--- src/rtl/toggle_pkg.sv ---
// Shared types and default sizing for the round-robin toggle-check scheduler.
package toggle_pkg;

    localparam int DEF_NUM_REQ = 4;
    localparam int DEF_WORD_W  = 8;

    typedef enum logic [1:0] {
        IDLE   = 2'd0,
        SHIFT  = 2'd1,
        REPORT = 2'd2
    } toggle_sched_state_t;

endpackage

--- src/rtl/rr_arbiter.sv ---
// Combinational round-robin picker: first asserted request at or after ptr.
module rr_arbiter #(
    parameter int N     = 4,
    parameter int IDX_W = (N > 1) ? $clog2(N) : 1
) (
    input  logic [N-1:0]     req,
    input  logic [IDX_W-1:0] ptr,
    output logic [N-1:0]     grant,
    output logic [IDX_W-1:0] grant_idx,
    output logic             any
);

    logic [IDX_W-1:0] cand;

    always_comb begin
        grant     = '0;
        grant_idx = '0;
        any       = 1'b0;
        cand      = '0;
        for (int k = 0; k < N; k++) begin
            cand = IDX_W'((int'(ptr) + k) % N);
            if (!any && req[cand]) begin
                any         = 1'b1;
                grant[cand] = 1'b1;
                grant_idx   = cand;
            end
        end
    end

endmodule

--- src/rtl/toggle_check_arbiter.sv ---
// Round-robin scheduler that serializes one requester word at a time LSB-first
// and reports its bit-to-bit toggle count and parity, tagged with the requester ID.
module toggle_check_arbiter
    import toggle_pkg::*;
#(
    parameter int NUM_REQ = DEF_NUM_REQ,
    parameter int WORD_W  = DEF_WORD_W,
    parameter int ID_W    = $clog2(NUM_REQ),
    parameter int CNT_W   = $clog2(WORD_W)
) (
    input  logic                      clk,
    input  logic                      reset,
    input  logic [NUM_REQ-1:0]        req,
    input  logic [NUM_REQ*WORD_W-1:0] req_data,
    output logic [NUM_REQ-1:0]        gnt,
    output logic                      busy,
    output logic                      ser_out,
    output logic                      ser_en,
    output logic                      res_valid,
    output logic [ID_W-1:0]           res_id,
    output logic [CNT_W-1:0]          res_toggles,
    output logic                      res_even,
    output toggle_sched_state_t       dbg_state
);

    // Handshake: a requester holds req high and req_data stable until it sees
    // its one-cycle gnt pulse; req is only sampled on IDLE edges, so changes
    // while busy are ignored and a request dropped before its grant is lost.

    localparam int BC_W = $clog2(WORD_W + 1);

    toggle_sched_state_t state, next_state;

    logic [ID_W-1:0]   rr_ptr;
    logic [WORD_W-1:0] shreg;
    logic [BC_W-1:0]   bit_cnt;
    logic [CNT_W-1:0]  toggle_cnt;
    logic              prev_bit;
    logic              first_bit;
    logic [ID_W-1:0]   id_q;
    logic              capture;
    logic              last_bit;

    logic [NUM_REQ-1:0] arb_grant;
    logic [ID_W-1:0]    arb_idx;
    logic               arb_any;
    logic [WORD_W-1:0]  words [NUM_REQ];

    rr_arbiter #(
        .N     (NUM_REQ),
        .IDX_W (ID_W)
    ) u_rr_arbiter (
        .req       (req),
        .ptr       (rr_ptr),
        .grant     (arb_grant),
        .grant_idx (arb_idx),
        .any       (arb_any)
    );

    always_comb begin
        for (int i = 0; i < NUM_REQ; i++) begin
            words[i] = req_data[i*WORD_W +: WORD_W];
        end
    end

    always_ff @(posedge clk) begin
        if (reset) begin
            state <= IDLE;
        end else begin
            state <= next_state;
        end
    end

    always_comb begin
        next_state = state;
        capture    = 1'b0;
        last_bit   = (bit_cnt == BC_W'(WORD_W - 1));
        case (state)
            IDLE: begin
                if (arb_any) begin
                    next_state = SHIFT;
                    capture    = 1'b1;
                end
            end
            SHIFT: begin
                if (last_bit) begin
                    next_state = REPORT;
                end
            end
            REPORT: begin
                next_state = IDLE;
            end
            default: begin
                next_state = IDLE;
            end
        endcase
    end

    always_ff @(posedge clk) begin
        if (reset) begin
            rr_ptr     <= '0;
            gnt        <= '0;
            shreg      <= '0;
            bit_cnt    <= '0;
            toggle_cnt <= '0;
            prev_bit   <= 1'b0;
            first_bit  <= 1'b1;
            id_q       <= '0;
        end else begin
            gnt <= '0;
            if (capture) begin
                shreg      <= words[arb_idx];
                bit_cnt    <= '0;
                toggle_cnt <= '0;
                first_bit  <= 1'b1;
                id_q       <= arb_idx;
                gnt        <= arb_grant;
                rr_ptr     <= (arb_idx == ID_W'(NUM_REQ - 1)) ? '0 : arb_idx + 1'b1;
            end else if (state == SHIFT) begin
                shreg     <= {1'b0, shreg[WORD_W-1:1]};
                prev_bit  <= shreg[0];
                first_bit <= 1'b0;
                bit_cnt   <= bit_cnt + 1'b1;
                // The first bit has no predecessor, so it can never be a toggle.
                if (!first_bit && (shreg[0] != prev_bit)) begin
                    toggle_cnt <= toggle_cnt + 1'b1;
                end
            end
        end
    end

    always_comb begin
        busy        = (state != IDLE);
        ser_en      = (state == SHIFT);
        ser_out     = (state == SHIFT) ? shreg[0] : 1'b0;
        res_valid   = (state == REPORT);
        res_id      = id_q;
        res_toggles = toggle_cnt;
        res_even    = ~toggle_cnt[0];
        dbg_state   = state;
    end

endmodule

--- config.mk ---
export PLATFORM = sky130hd
export DESIGN_NAME = toggle_check_arbiter
export DESIGN_NICKNAME = d
export VERILOG_FILES = /design/src/rtl/toggle_pkg.sv /design/src/rtl/rr_arbiter.sv /design/src/rtl/toggle_check_arbiter.sv
export SDC_FILE = /design/constraint.sdc
export NUM_CORES = 1
export LEC_CHECK = 0
export ABC_AREA = 1
export BUFFER_PORTS_ARGS = -buffer_cell sky130_fd_sc_hd__buf_2
export CORE_ASPECT_RATIO = 1.1
export CORE_MARGIN = 1.5
export CORE_UTILIZATION = 40
export DETAILED_ROUTE_END_ITERATION = 10
export GPL_TIMING_DRIVEN = 0
export HOLD_SLACK_MARGIN = 0.06
export PLACE_DENSITY = 0.73
export SYNTH_ARGS = -nofsm -noshare
export SYNTH_HDL_FRONTEND = slang
export SYNTH_SLANG_ARGS = --single-unit
--- constraint.sdc ---
create_clock -name clk -period 3.2 [get_ports clk]
set_input_delay 0.16 -clock clk [delete_from_list [all_inputs] [get_ports clk]]
set_output_delay 0.16 -clock clk [all_outputs]
set_load 0.1 [all_outputs]
Yosys cells after proc, flatten, opt, wreduce, memory -nomap -nowiden:

Cells that the tools add are included.

* logic and storage cells: 97
* output and inout bits: 16
* flip-flop bits (word level): 27
* input port bits: 38

* equality and inequality tests: 7
* order comparisons: 9
* add/sub/neg operators: 6
* bitwise gates (word level): 6
* mux-type cells: 40
* reductions and logical operators: 20

Operators with widths (number)
* $mux 8: 4
* $bmux 8 s2: 1
* $mux 4: 4
* $mux 1: 15
* $mux 2: 7
* $lt 2x3->1 const B: 4
* $or 4x4->4: 3
* $bmux 1 s2: 4
* $demux 1 s2: 4
* $ge 2x1->1 const B: 4
* $logic_and 1x1->1: 8
* $reduce_and 2->1: 3
* $add 2x1->2 const B: 2
* $add 2x2->2 const B: 2
* $add 4x1->4 const B: 1
* $eq 2x2->1 const B: 2
* $eq 4x3->1 const B: 1
* $logic_not 1->1: 4
* $pmux 2 s2: 1
* $reduce_bool 2->1: 2
* $reduce_or 2->1: 2
* $add 3x1->3 const B: 1
* $ge 3x3->1 const B: 1
* $not 2->3: 1
* other kinds (6): 7

Logic depth before layout (Yosys ltp):

* depth after elaboration: 17
* depth in mapped cells: 15
* depth with buffers taken out: 14

By module:

Synthesis repeated with hierarchy kept, for this count alone.

* cells, all modules: 276
* area total of the unflattened synthesis: 1825.5 sq um

By module, submodules not included
* toggle_check_arbiter: times used 1, sequential area each 540.5 sq um, cells an instance 202, area each 1385.1 sq um
* rr_arbiter: times used 1, sequential area each 0.0 sq um, cells an instance 74, area each 440.4 sq um

Least setup slack after synthesis:

No wires, ideal clock.

* kind: register to output
* start point: reg state[0], in the netlist dbg_state[0]
* end point: out ser_out
* required time: 3040 ps
* arrival: 3394 ps
* path buffers: 2
* path slack: -354 ps
* stages on the path, launching flop included: 7
* cell sequence: dfxtp_1 inv_1 nor2_1 buf_2 buf_1 nand2_1 inv_1

* longest elaborated chain between the ends: 2

Ends and longest elaborated chain
* from (decl): RTL line toggle_check_arbiter.sv:32 `toggle_sched_state_t state, next_state;`
* from (signal assigned): RTL line toggle_check_arbiter.sv:70 `state <= next_state;`
* $eq 2x1->1
* net ser_en: RTL line toggle_check_arbiter.sv:18 `output logic ser_en,`
* $mux 1: RTL line toggle_check_arbiter.sv:135 `ser_out = (state == SHIFT) ? shreg[0] : 1'b0;`
* to (decl): RTL line toggle_check_arbiter.sv:17 `output logic ser_out,`

The timed path passes the listed nets, and every way through them passes these cells.

Worst setup path after layout:

* start point: reg rr_ptr[0]
* end point: reg shreg[2]

* longest elaborated chain between the ends: 17
* elaborated cells between the ends (all ways): 33
* classes of those cells: add/sub (3); mux (22); bitwise (1); reduce/logical (7)

Ends and longest elaborated chain
* from (decl): RTL line toggle_check_arbiter.sv:34 `logic [ID_W-1:0] rr_ptr;`
* from (signal assigned): RTL line toggle_check_arbiter.sv:118 `rr_ptr <= (arb_idx == ID_W'(NUM_REQ - 1)) ? '0 : arb_idx + 1'b1;`
* branches (longest 17 deep; another with $add 2x1->2)
* to (signal assigned): RTL line toggle_check_arbiter.sv:112 `shreg <= words[arb_idx];`
* to (signal assigned): RTL line toggle_check_arbiter.sv:120 `shreg <= {1'b0, shreg[WORD_W-1:1]};`
* to (decl): RTL line toggle_check_arbiter.sv:35 `logic [WORD_W-1:0] shreg;`

Parallel ways; which one is timed is not known. The select of a mux whose other input is x is not followed.
A chain may end at the register's enable or synchronous reset.

==> flow_metrics.env <==
export IMPL_status="finished clean"
export IMPL_grt_ovfl_total=0
export IMPL_netlist_instances=280
export IMPL_portBuffers=53
export IMPL_rows=26
export IMPL_finalCritPeriodShare=0.736
export IMPL_clk_insertion_delay_late_ps=270
export IMPL_start_util=0.413
export IMPL_num_nets_final=383
export IMPL_cts_tree="built"
export IMPL_wl_per_cell_microns=11.1
export IMPL_crit_arrival_ps=2580
export IMPL_grt_pass1_wl_mm=7.03
export IMPL_cts_resized_gates=0
export IMPL_dr_pass1_iters=4
export IMPL_worst_endpoint_required_ps=3430
export IMPL_synth_area_leaders="dfxtp_1 28%, nand2_1 14%, nand3_1 11%"
export IMPL_maxCapViolations=0
export IMPL_cts_setup_buffers=0
export IMPL_startpoint_type="register"
export IMPL_leakage_nw=1.19
export IMPL_cp_end_kind="register"
export IMPL_async_reset_ff_frac=0
export IMPL_grt_max_degree=17
export IMPL_postCtsHoldBufs=0
export IMPL_vias=1982
export IMPL_dr_first_iter_drc_count=69
export IMPL_yosysMostFrequentCell="nand2_1"
export IMPL_fp_dieH_microns=75.5
export IMPL_fmax_mhz=425
export IMPL_tightestPinTransition_ps=487
export IMPL_clockBufferDepth=2
export IMPL_synth_top_family_by_area="simple AND/OR/NAND/NOR gates"
export IMPL_syn_num_nets=325
export IMPL_via_per_inst=5.04
export IMPL_synth_simple_area_share=0.434
export IMPL_ir_drop_mv=0.478
export IMPL_cts_sinks=27
export IMPL_drc=0
export IMPL_hp_class="input port to register"
export IMPL_path_class="register to register"
export IMPL_drive_above_1_share=0.258
export IMPL_ant_nets=0
export IMPL_p_per_area_mw_per_mm2=930
export IMPL_crit_fanout=11
export IMPL_antenna_found_initial=0
export IMPL_gp_congestion=0.815
export IMPL_netlist_top_cell_by_area="dfxtp_1"
export IMPL_cts_root_buf="clkbuf_8"
export IMPL_power_mw=2.14
export IMPL_synth_common_cells="70 x nand2_1, 42 x nand3_1, 38 x inv_1"
export IMPL_wl_mm=4.36
export IMPL_synth_compound_area_frac=0.0858
export IMPL_synth_mux_area_frac=0
export IMPL_cts_buffers=3
export IMPL_die_w_microns=68.9
export IMPL_setup_tns_final_ps=0
export IMPL_synth_fa_ha_area_frac=0.0459
export IMPL_yosys_warnings=0
export IMPL_die_area_sq_mm=0.00520
export IMPL_grt_usage=0.171
export IMPL_rsz0062_at_grt="no"
export IMPL_ys_ff_latch=27
export IMPL_htreeDepth=1
export IMPL_hpwl_mm=3.45
export IMPL_finalCriticalPeriod_ps=2350
export IMPL_synthFlopType="dfxtp_1"
export IMPL_drv_slew=0
export IMPL_synth_enable_flop_cells=0
export IMPL_synthDistinctLibCells=31
export IMPL_antenna_cells=0
export IMPL_avgSynthCellArea_sq_um=6.82
export IMPL_syn2layout_area_growth_pct=20.5
export IMPL_yosysSeqAreaShare=0.283
export IMPL_clock_skew_ps=11.0
export IMPL_core_area_sq_mm=0.00462
export IMPL_io_pins=54
export IMPL_timing_final_hold_violations=0
export IMPL_grt_pass1_vias=1718
export IMPL_synth_area_sq_mm=0.00191
export IMPL_synthXorXnorAreaFrac=0.0275
export IMPL_slew_headroom=0.677
export IMPL_setup_violations=0
export IMPL_path_clk_slew_ps=100
export IMPL_synth_top_area_frac=0.283
per-layer routing:
| layer | vias up | share of wire | global-route usage |
|---|---|---|---|
| met5 | - | 0 | 0 |
| met4 | 0 | 0.0041 | 0.0414 |
| met3 | 2 | 0.060 | 0.0222 |
| met2 | 65 | 0.45 | 0.286 |
| met1 | 871 | 0.49 | 0.233 |
| li1 | 1044 | - | - |
layout make-up:
| cell class | count | area [sq um] |
|---|---|---|
| Fill cell | 494 | 2320 |
| Multi-Input combinational cell | 201 | 1130 |
| Sequential cell | 27 | 541 |
| Timing Repair Buffer | 53 | 265 |
| Inverter | 41 | 159 |
| Buffer | 11 | 83.8 |
| Tap cell | 56 | 70.1 |
| Clock buffer | 3 | 41.3 |
| Clock inverter | 1 | 7.51 |
worst max-delay path, cell delays in order (launching register included):
cell and delay [ps]:
dfxtp_1 410, buf_6 180, inv_6 70, ha_1 370
inv_1 90, nand3_1 80, nand2_1 100, a21oi_1 220
nand2_2 160, nand3_4 190, buf_6 160, nand2_1 60
nand3_1 80, nand3_1 70, nand2_1 60
path summary, 6_finish.rpt:
path              from        to  slack (ps)  cells after the start
max reg2reg  rr_ptr[0]  shreg[2]         850                     14
min              reset  prev_bit         140                      2
min reg2reg   prev_bit  prev_bit         480                      2
max          rr_ptr[0]  shreg[2]         850                     14
kinds of logic (layout without fill, tap and decap cells):
kind of cell | after synthesis | after routing
xor+xnor | 6 | 6
fa+ha+maj | 7 | 7
flops | 27 | 27
simple gates | 160 | 160
compound gates | 28 | 28
buf+inv | 52 | 109
through the flow:
step           utilization  instances  cell area [sq um]  hold slack, ps  setup WS [ps]
2_1_floorplan            -        280               1920             229           89.3
3_3_place_gp         0.488        389               2250             426            879
3_5_place_dp         0.488        389               2250             438            861
4_1_cts              0.498        393               2300             138            840
5_1_grt              0.498        393               2300             139            674
6_report             0.498        393               2300             144            845
flip-flops by register name, indices dropped and copies added, names as in the netlist:
name,count
rr_ptr,2
prev_bit,1
gnt,4
res_id,2
shreg,8
dbg_state,2
res_toggles,3
bit_cnt,4
first_bit,1
report_power, final:
part	leakage [nW]	total [mW]	internal, mW	switching (mW)
clock	0.0217	0.191	0.0882	0.103
sequential	0.221	0.467	0.418	0.0488
combinational	0.946	1.48	0.445	1.04
layout by cell type (no fill, tap or decap), drive strengths merged:
| cell | instances |
|---|---|
| nand2 | 79 |
| buf | 62 |
| nand3 | 47 |
| inv | 41 |
| dfxtp | 27 |
| nand4 | 22 |
| o21ai | 14 |
| nor2 | 10 |
| ha | 7 |
| a21oi | 6 |
| a22oi | 4 |
| clkbuf | 4 |
| xor2 | 3 |
| o221ai | 3 |
| xnor2 | 3 |
| clkdlybuf4s15 | 1 |
| nand3b | 1 |
| a21boi | 1 |
| nor3 | 1 |
| clkinvlp | 1 |
Note: power is estimated with default switching activity, not from simulation.
